`src/rtl/seg7_hex_scan_pkg.sv`:
```
// Shared constants for the seven-segment hex scanner: segment table, idle
// patterns and digit-index width.
package seg7_pkg;

  localparam int IDX_W = 3;

  localparam logic [6:0] SEG_OFF = 7'h7F;
  localparam logic [7:0] AN_OFF  = 8'hFF;

  // Active-low {CG,CF,CE,CD,CC,CB,CA}, indexed by nibble value 0..F
  localparam logic [6:0] HEX_SEG [16] = '{
    7'h40, 7'h79, 7'h24, 7'h30, 7'h19, 7'h12, 7'h02, 7'h78,
    7'h00, 7'h10, 7'h08, 7'h03, 7'h46, 7'h21, 7'h06, 7'h0E
  };

endpackage

```
`src/rtl/seg7_hex_scan_if.sv`:
```
// Bundle between the CPU-side word source and the display scanner,
// including the active-low board outputs.
interface seg7_hex_scan_if;

  logic        sel;
  logic [31:0] pc;
  logic [31:0] inst;
  logic        hold;
  logic [7:0]  an;
  logic [6:0]  seg;
  logic        dp;

  modport master (output sel, pc, inst, hold, input an, seg, dp);
  modport slave  (input sel, pc, inst, hold, output an, seg, dp);

endinterface

```
`src/rtl/seg7_hex_decode.sv`:
```
// Combinational nibble to active-low seven-segment decoder.
module seg7_hex_decode
  import seg7_pkg::*;
(
  input  logic [3:0] i_nibble,
  output logic [6:0] o_seg
);

  assign o_seg = HEX_SEG[i_nibble];

endmodule

```
`src/rtl/seg7_hex_scan.sv`:
```
// Eight-digit multiplexed hex display scanner: prescaler, digit counter,
// tear-free frame latch, optional leading-zero blanking, registered outputs.
module seg7_hex_scan
  import seg7_pkg::*;
#(
  parameter int SCAN_DIV = 100000,
  parameter bit BLANK_LZ = 1'b0
) (
  input  logic           clk_in,
  input  logic           reset,
  seg7_hex_scan_if.slave bus
);

  localparam int               CNT_W   = $clog2(SCAN_DIV);
  localparam logic [CNT_W-1:0] CNT_MAX = CNT_W'(SCAN_DIV - 1);

  logic [CNT_W-1:0] r_cnt;
  logic [IDX_W-1:0] r_idx;
  logic [31:0]      r_shown;
  logic             r_shownInst;
  logic [7:0]       r_an;
  logic [6:0]       r_seg;
  logic             r_dp;

  logic             w_tick;
  logic [IDX_W-1:0] w_nextIdx;
  logic             w_load;
  logic [31:0]      w_word;
  logic             w_wordInst;
  logic [3:0]       w_nibble;
  logic [31:0]      w_upper;
  logic             w_blank;
  logic [6:0]       w_decSeg;

  assign w_tick    = (r_cnt == CNT_MAX);
  assign w_nextIdx = r_idx + IDX_W'(1);
  assign w_load    = w_tick && (w_nextIdx == '0) && !bus.hold;

  // Bypass so digit 0 shows the word being latched on the same edge
  assign w_word     = w_load ? (bus.sel ? bus.inst : bus.pc) : r_shown;
  assign w_wordInst = w_load ? bus.sel : r_shownInst;

  assign w_nibble = w_word[{w_nextIdx, 2'b00} +: 4];
  assign w_upper  = w_word >> {w_nextIdx, 2'b00};
  assign w_blank  = BLANK_LZ && (w_nextIdx != '0) && (w_upper == 32'd0);

  seg7_hex_decode u_decode (
    .i_nibble (w_nibble),
    .o_seg    (w_decSeg)
  );

  always_ff @(posedge clk_in or posedge reset) begin
    if (reset) begin
      r_cnt       <= '0;
      r_idx       <= IDX_W'(7);
      r_shown     <= '0;
      r_shownInst <= 1'b0;
      r_an        <= AN_OFF;
      r_seg       <= SEG_OFF;
      r_dp        <= 1'b1;
    end else begin
      r_cnt <= w_tick ? '0 : r_cnt + CNT_W'(1);
      if (w_tick) begin
        r_idx <= w_nextIdx;
        if (w_load) begin
          r_shown     <= w_word;
          r_shownInst <= bus.sel;
        end
        r_an  <= ~(8'd1 << w_nextIdx);
        r_seg <= w_blank ? SEG_OFF : w_decSeg;
        r_dp  <= !((w_nextIdx == IDX_W'(7)) && w_wordInst);
      end
    end
  end

  assign bus.an  = r_an;
  assign bus.seg = r_seg;
  assign bus.dp  = r_dp;

endmodule
```
`src/flat_wrapper.sv`:
```
// flat-port wrapper written by rule: the top's interface ports become plain ports
module seg7_hex_scan_flat import seg7_pkg::*;
#(
  parameter int SCAN_DIV = 100000,
  parameter bit BLANK_LZ = 1'b0
)
  (clk_in, reset, bus_sel, bus_pc, bus_inst, bus_hold, bus_an, bus_seg, bus_dp);
  seg7_hex_scan_if bus_i ();
  input  logic clk_in;
  input  logic reset;
  input wire logic [$bits(bus_i.sel)-1:0] bus_sel;
  input wire logic [$bits(bus_i.pc)-1:0] bus_pc;
  input wire logic [$bits(bus_i.inst)-1:0] bus_inst;
  input wire logic [$bits(bus_i.hold)-1:0] bus_hold;
  output wire logic [$bits(bus_i.an)-1:0] bus_an;
  output wire logic [$bits(bus_i.seg)-1:0] bus_seg;
  output wire logic [$bits(bus_i.dp)-1:0] bus_dp;
  assign bus_i.sel = bus_sel;
  assign bus_i.pc = bus_pc;
  assign bus_i.inst = bus_inst;
  assign bus_i.hold = bus_hold;
  assign bus_an = bus_i.an;
  assign bus_seg = bus_i.seg;
  assign bus_dp = bus_i.dp;
  seg7_hex_scan #(.SCAN_DIV(SCAN_DIV), .BLANK_LZ(BLANK_LZ)) u_core (.clk_in(clk_in), .reset(reset), .bus(bus_i));
endmodule
```
`config.mk`:
```
export PLATFORM = sky130hd
export DESIGN_NAME = seg7_hex_scan_flat
export DESIGN_NICKNAME = d
export VERILOG_FILES = /design/src/rtl/seg7_hex_scan_pkg.sv /design/src/rtl/seg7_hex_scan_if.sv /design/src/rtl/seg7_hex_decode.sv /design/src/rtl/seg7_hex_scan.sv /design/src/flat_wrapper.sv
export SDC_FILE = /design/constraint.sdc
export NUM_CORES = 1
export LEC_CHECK = 0
export ABC_AREA = 1
export BUFFER_PORTS_ARGS = -buffer_cell sky130_fd_sc_hd__buf_2
export CORE_MARGIN = 3
export CORE_UTILIZATION = 34
export DETAILED_ROUTE_END_ITERATION = 10
export PLACE_DENSITY_LB_ADDON = 0.25
export SYNTH_ARGS = -nofsm -noshare
export SYNTH_HDL_FRONTEND = slang
export SYNTH_HIERARCHICAL = 1
export SYNTH_SLANG_ARGS = --single-unit
```
`constraint.sdc`:
```
create_clock -name clk_in -period 5.8 [get_ports clk_in]
set_input_delay 0 -clock clk_in [delete_from_list [all_inputs] [get_ports clk_in]]
set_output_delay 0 -clock clk_in [all_outputs]
set_load 0.02 [all_outputs]
```
==> flow_metrics.tcl <==
set metrics [dict create \
    outcome "finished, final reports clean" \
    clockBufferDepth 2 \
    fmax_ghz 0.247 \
    crit_family "simple AND/OR/NAND/NOR gates" \
    drc 0 \
    nNetsFinal 724 \
    antenna_cells 0 \
    clk_latency_ns 0.32 \
    rows 39 \
    fp.dieH_um 116 \
    totalWireLength_um 10400 \
    dr_wl_met3_um 465 \
    met2_length_um 4610 \
    wl_per_cell_um 13.2 \
    worst_slew_pin_slew_ns 1.00 \
    postSynthNetCount 656 \
    ys_warn_count 6 \
    postLayoutCoreUtil_pct 41.6 \
    netlist_area_um2 4140 \
    ant_nets 0 \
    wl_met1_um 5210 \
    first_pass_iters 4 \
    cp-start-kind "flip-flop" \
    critPathMaxStageDelay_ns 0.83 \
    final_area_um2 4850 \
    multi_input_area_um2 2060 \
    worstPathCellList "ha_1 > or2_1 > nand2_2 > nor2_4 > nand3_4 > nand2_1 > nand3_1 > nand3_1 > nand2_1 > nand2_1 > nand2_1 > inv_1 > nand2_1 > o21ai_0 > nand2_1 > nand2_1" \
    drive_above_1_share_pct 21.9 \
    cp.arrival_ns 4.31 \
    cp_common_cell "nand2_1" \
    cpMaxStageDelayCell "dfstp_2" \
    vias 3834 \
    vias_per_cell 4.85 \
    drv_cap 0 \
    initialDrtViolationCount 188 \
    area_delta_synth_final_pct 17.1 \
    powerDensity_nw_per_um2 211 \
    report.final.slew_viol_count 0 \
    io_pins 84 \
    synth_area_leaders "dfrtp_1 30%, nand2_1 22%, dfstp_2 12%, nand3_1 7.7%, nand4_1 5.3%" \
    initial_core_util_pct 35.5 \
    regArea_um2 1750 \
    routabilityCongestion 0.801 \
    dp_hpwl_um 7420 \
    htree_levels 3 \
    synth_cells 575 \
    setup-violations-final 0 \
    crit_path_end_kind "flip-flop" \
    path_clk_slew_ns 0.05 \
    cts-buffers-inserted 9 \
    path_class "reg2reg" \
    die_x_um 116 \
    grt_pass1_wl_um 18000 \
    p_leak_nw 2.73 \
    num-fill-cells 1194 \
    synth_cell_types 31 \
    io_buffers 83 \
    grt_pass1_vias 3752 \
    synth_seq_cells 69 \
    min_period_ns 4.05 \
    routed.top_layer "met4" \
    vdd_drop_max_mv 0.123 \
    cts_root_buffer "clkbuf_16" \
    clock_sinks 69 \
    clock_skew_ns 0.00609 \
    grt_setup_unrepaired "no" \
    grt_max_degree 70 \
    overflow 0 \
    design.core.area_um2 11700 \
    synth_top_area_share_pct 30.2 \
    required_ns 6.06 \
    antenna_found_initial 0 \
    grtUsageTotal_pct 16.6 \
    slew_headroom_pct 32.7 \
    worst-path-max-fanout 34 \
    cts_tree "done" \
    synth_largest_area_cell "dfrtp_1" \
    hp-class "in2reg" \
    finalSetupTns_ns 0 \
    r2r_setup_slack_ns 1.75 \
    dieArea_um2 13500 \
    hold_viol 0 \
    syn_avg_cell_area_um2 7.20 \
    fin_crit_sh_pct 69.9 \
    ys_seq_area_share_pct 42.3 \
    placed_cell_area_um2 4580 \
    crit_buf_inv 1 \
]
[worst reg2reg max path: cells and delay by family (launching register included)]
family,cells,cell delay (ns)
compound gates,1,0.21
flops,1,0.83
simple gates,13,2.47
fa+ha+maj,1,0.26
buf+inv,1,0.25
[logic make-up after synthesis]
group	after synthesis	synth area share [%]
AOI/OAI and AO/OA	27	3.48
xor gates and xnor gates	5	1.06
adders and majority gates	13	3.93
buffers and inverters	73	7.86
DFF	69	42.3
and+or+nand+nor	388	41.4
[stage by stage]
step | cells | power, mW | hold WS [ns] | setup WS (ns)
floorplan | 575 | 0.522 | 0.262 | 2.83
global route | 791 | 1.06 | 0.101 | 1.31
detailed placement | 774 | 0.554 | 0.323 | 1.79
global placement | 774 | 0.553 | 0.322 | 2.00
finish | 791 | 1.02 | 0.0706 | 1.75
CTS | 791 | 1.03 | 0.0620 | 1.76
[power by group]
part / switching, mW / total, mW / internal [mW]
sequential: 0 / 0.482 / 0.482
clock: 0.188 / 0.476 / 0.289
combinational: 0.0376 / 0.0623 / 0.0247
[cell type report]
| class | instances | share of cell area (%) |
|---|---|---|
| Tap cell | 143 | 3.69 |
| Clock buffer | 14 | 5.03 |
| Sequential cell | 69 | 36.1 |
| Timing Repair Buffer | 85 | 8.93 |
| Multi-Input combinational cell | 433 | 42.6 |
| Inverter | 45 | 3.48 |
| Clock inverter | 2 | 0.206 |
[cell usage after synthesis]
master    instances
nand2_1         239
nand3_1          64
dfrtp_1          50
nand4_1          35
inv_1            33
nor2_1           29
dfstp_2          19
ha_1             13
a21oi_1          10
nand2_2          10
clkbuf_1          9
inv_2             9
buf_2             8
o21ai_0           8
xor2_1            5
buf_1             4
buf_6             4
o21ai_1           4
a31oi_1           3
buf_4             3
clkinv_1          3
nor2_2            3
nand3_2           2
a21o_1            1
nand3_4           1
nor2_4            1
nor2_8            1
nor3_1            1
nor4_1            1
o21bai_1          1
or2_1             1
[flip-flops by register name (all words and copies together), names as in the netlist]
register	count
u_core/r_shown	32
u_core/r_cnt	17
u_core/bus.an	8
u_core/bus.seg	7
u_core/r_idx	3
u_core/bus.dp	1
u_core/r_shownInst	1
[timing repair]
| item | 4_1_cts | 5_1_grt |
|---|---|---|
| hold buffers | 1 | 0 |
| resized for setup | 0 | 0 |
| buffers inserted | 0 | 0 |
| hold endpoints to repair | 50 | 0 |
| endpoints found under the setup margin | 0 | 0 |
[final timing paths]
path / start / endpoint / cells after the start
worst max-delay path: u_core/r_idx[0]$_DFFE_PP1N_ / u_core/bus.seg[2]$_DFFE_PP1N_ / 16
worst min-delay path: bus_pc[30] / u_core/r_shown[30]$_DFFE_PP0P_ / 5
worst max register to register: u_core/r_idx[0]$_DFFE_PP1N_ / u_core/bus.seg[2]$_DFFE_PP1N_ / 16
worst min register to register: u_core/r_cnt[0]$_DFF_PP0_ / u_core/r_cnt[0]$_DFF_PP0_ / 1
max in group asynchronous: reset / u_core/r_shown[0]$_DFFE_PP0P_ / 4
min in group asynchronous: reset / u_core/r_cnt[2]$_DFF_PP0_ / 4
[routing by layer]
layer	GRT usage (%)	vias to the layer above
met5	0	-
met4	4.95	0
met2	25.6	91
li1	-	1984
met3	2.64	10
met1	24.1	1749
[cells in the final DEF (no fill, tap or decap), drive strengths merged, types with 3 or more instances in the layout]
| master | n |
|---|---|
| nor2 | 34 |
| dfstp | 19 |
| a31oi | 3 |
| nand2 | 249 |
| clkbuf | 14 |
| a21oi | 10 |
| xor2 | 5 |
| clkinv | 5 |
| dfrtp | 50 |
| ha | 13 |
| inv | 42 |
| nand4 | 35 |
| buf | 84 |
| nand3 | 67 |
| o21ai | 12 |
No activity file was read; power rests on OpenSTA's default activity.
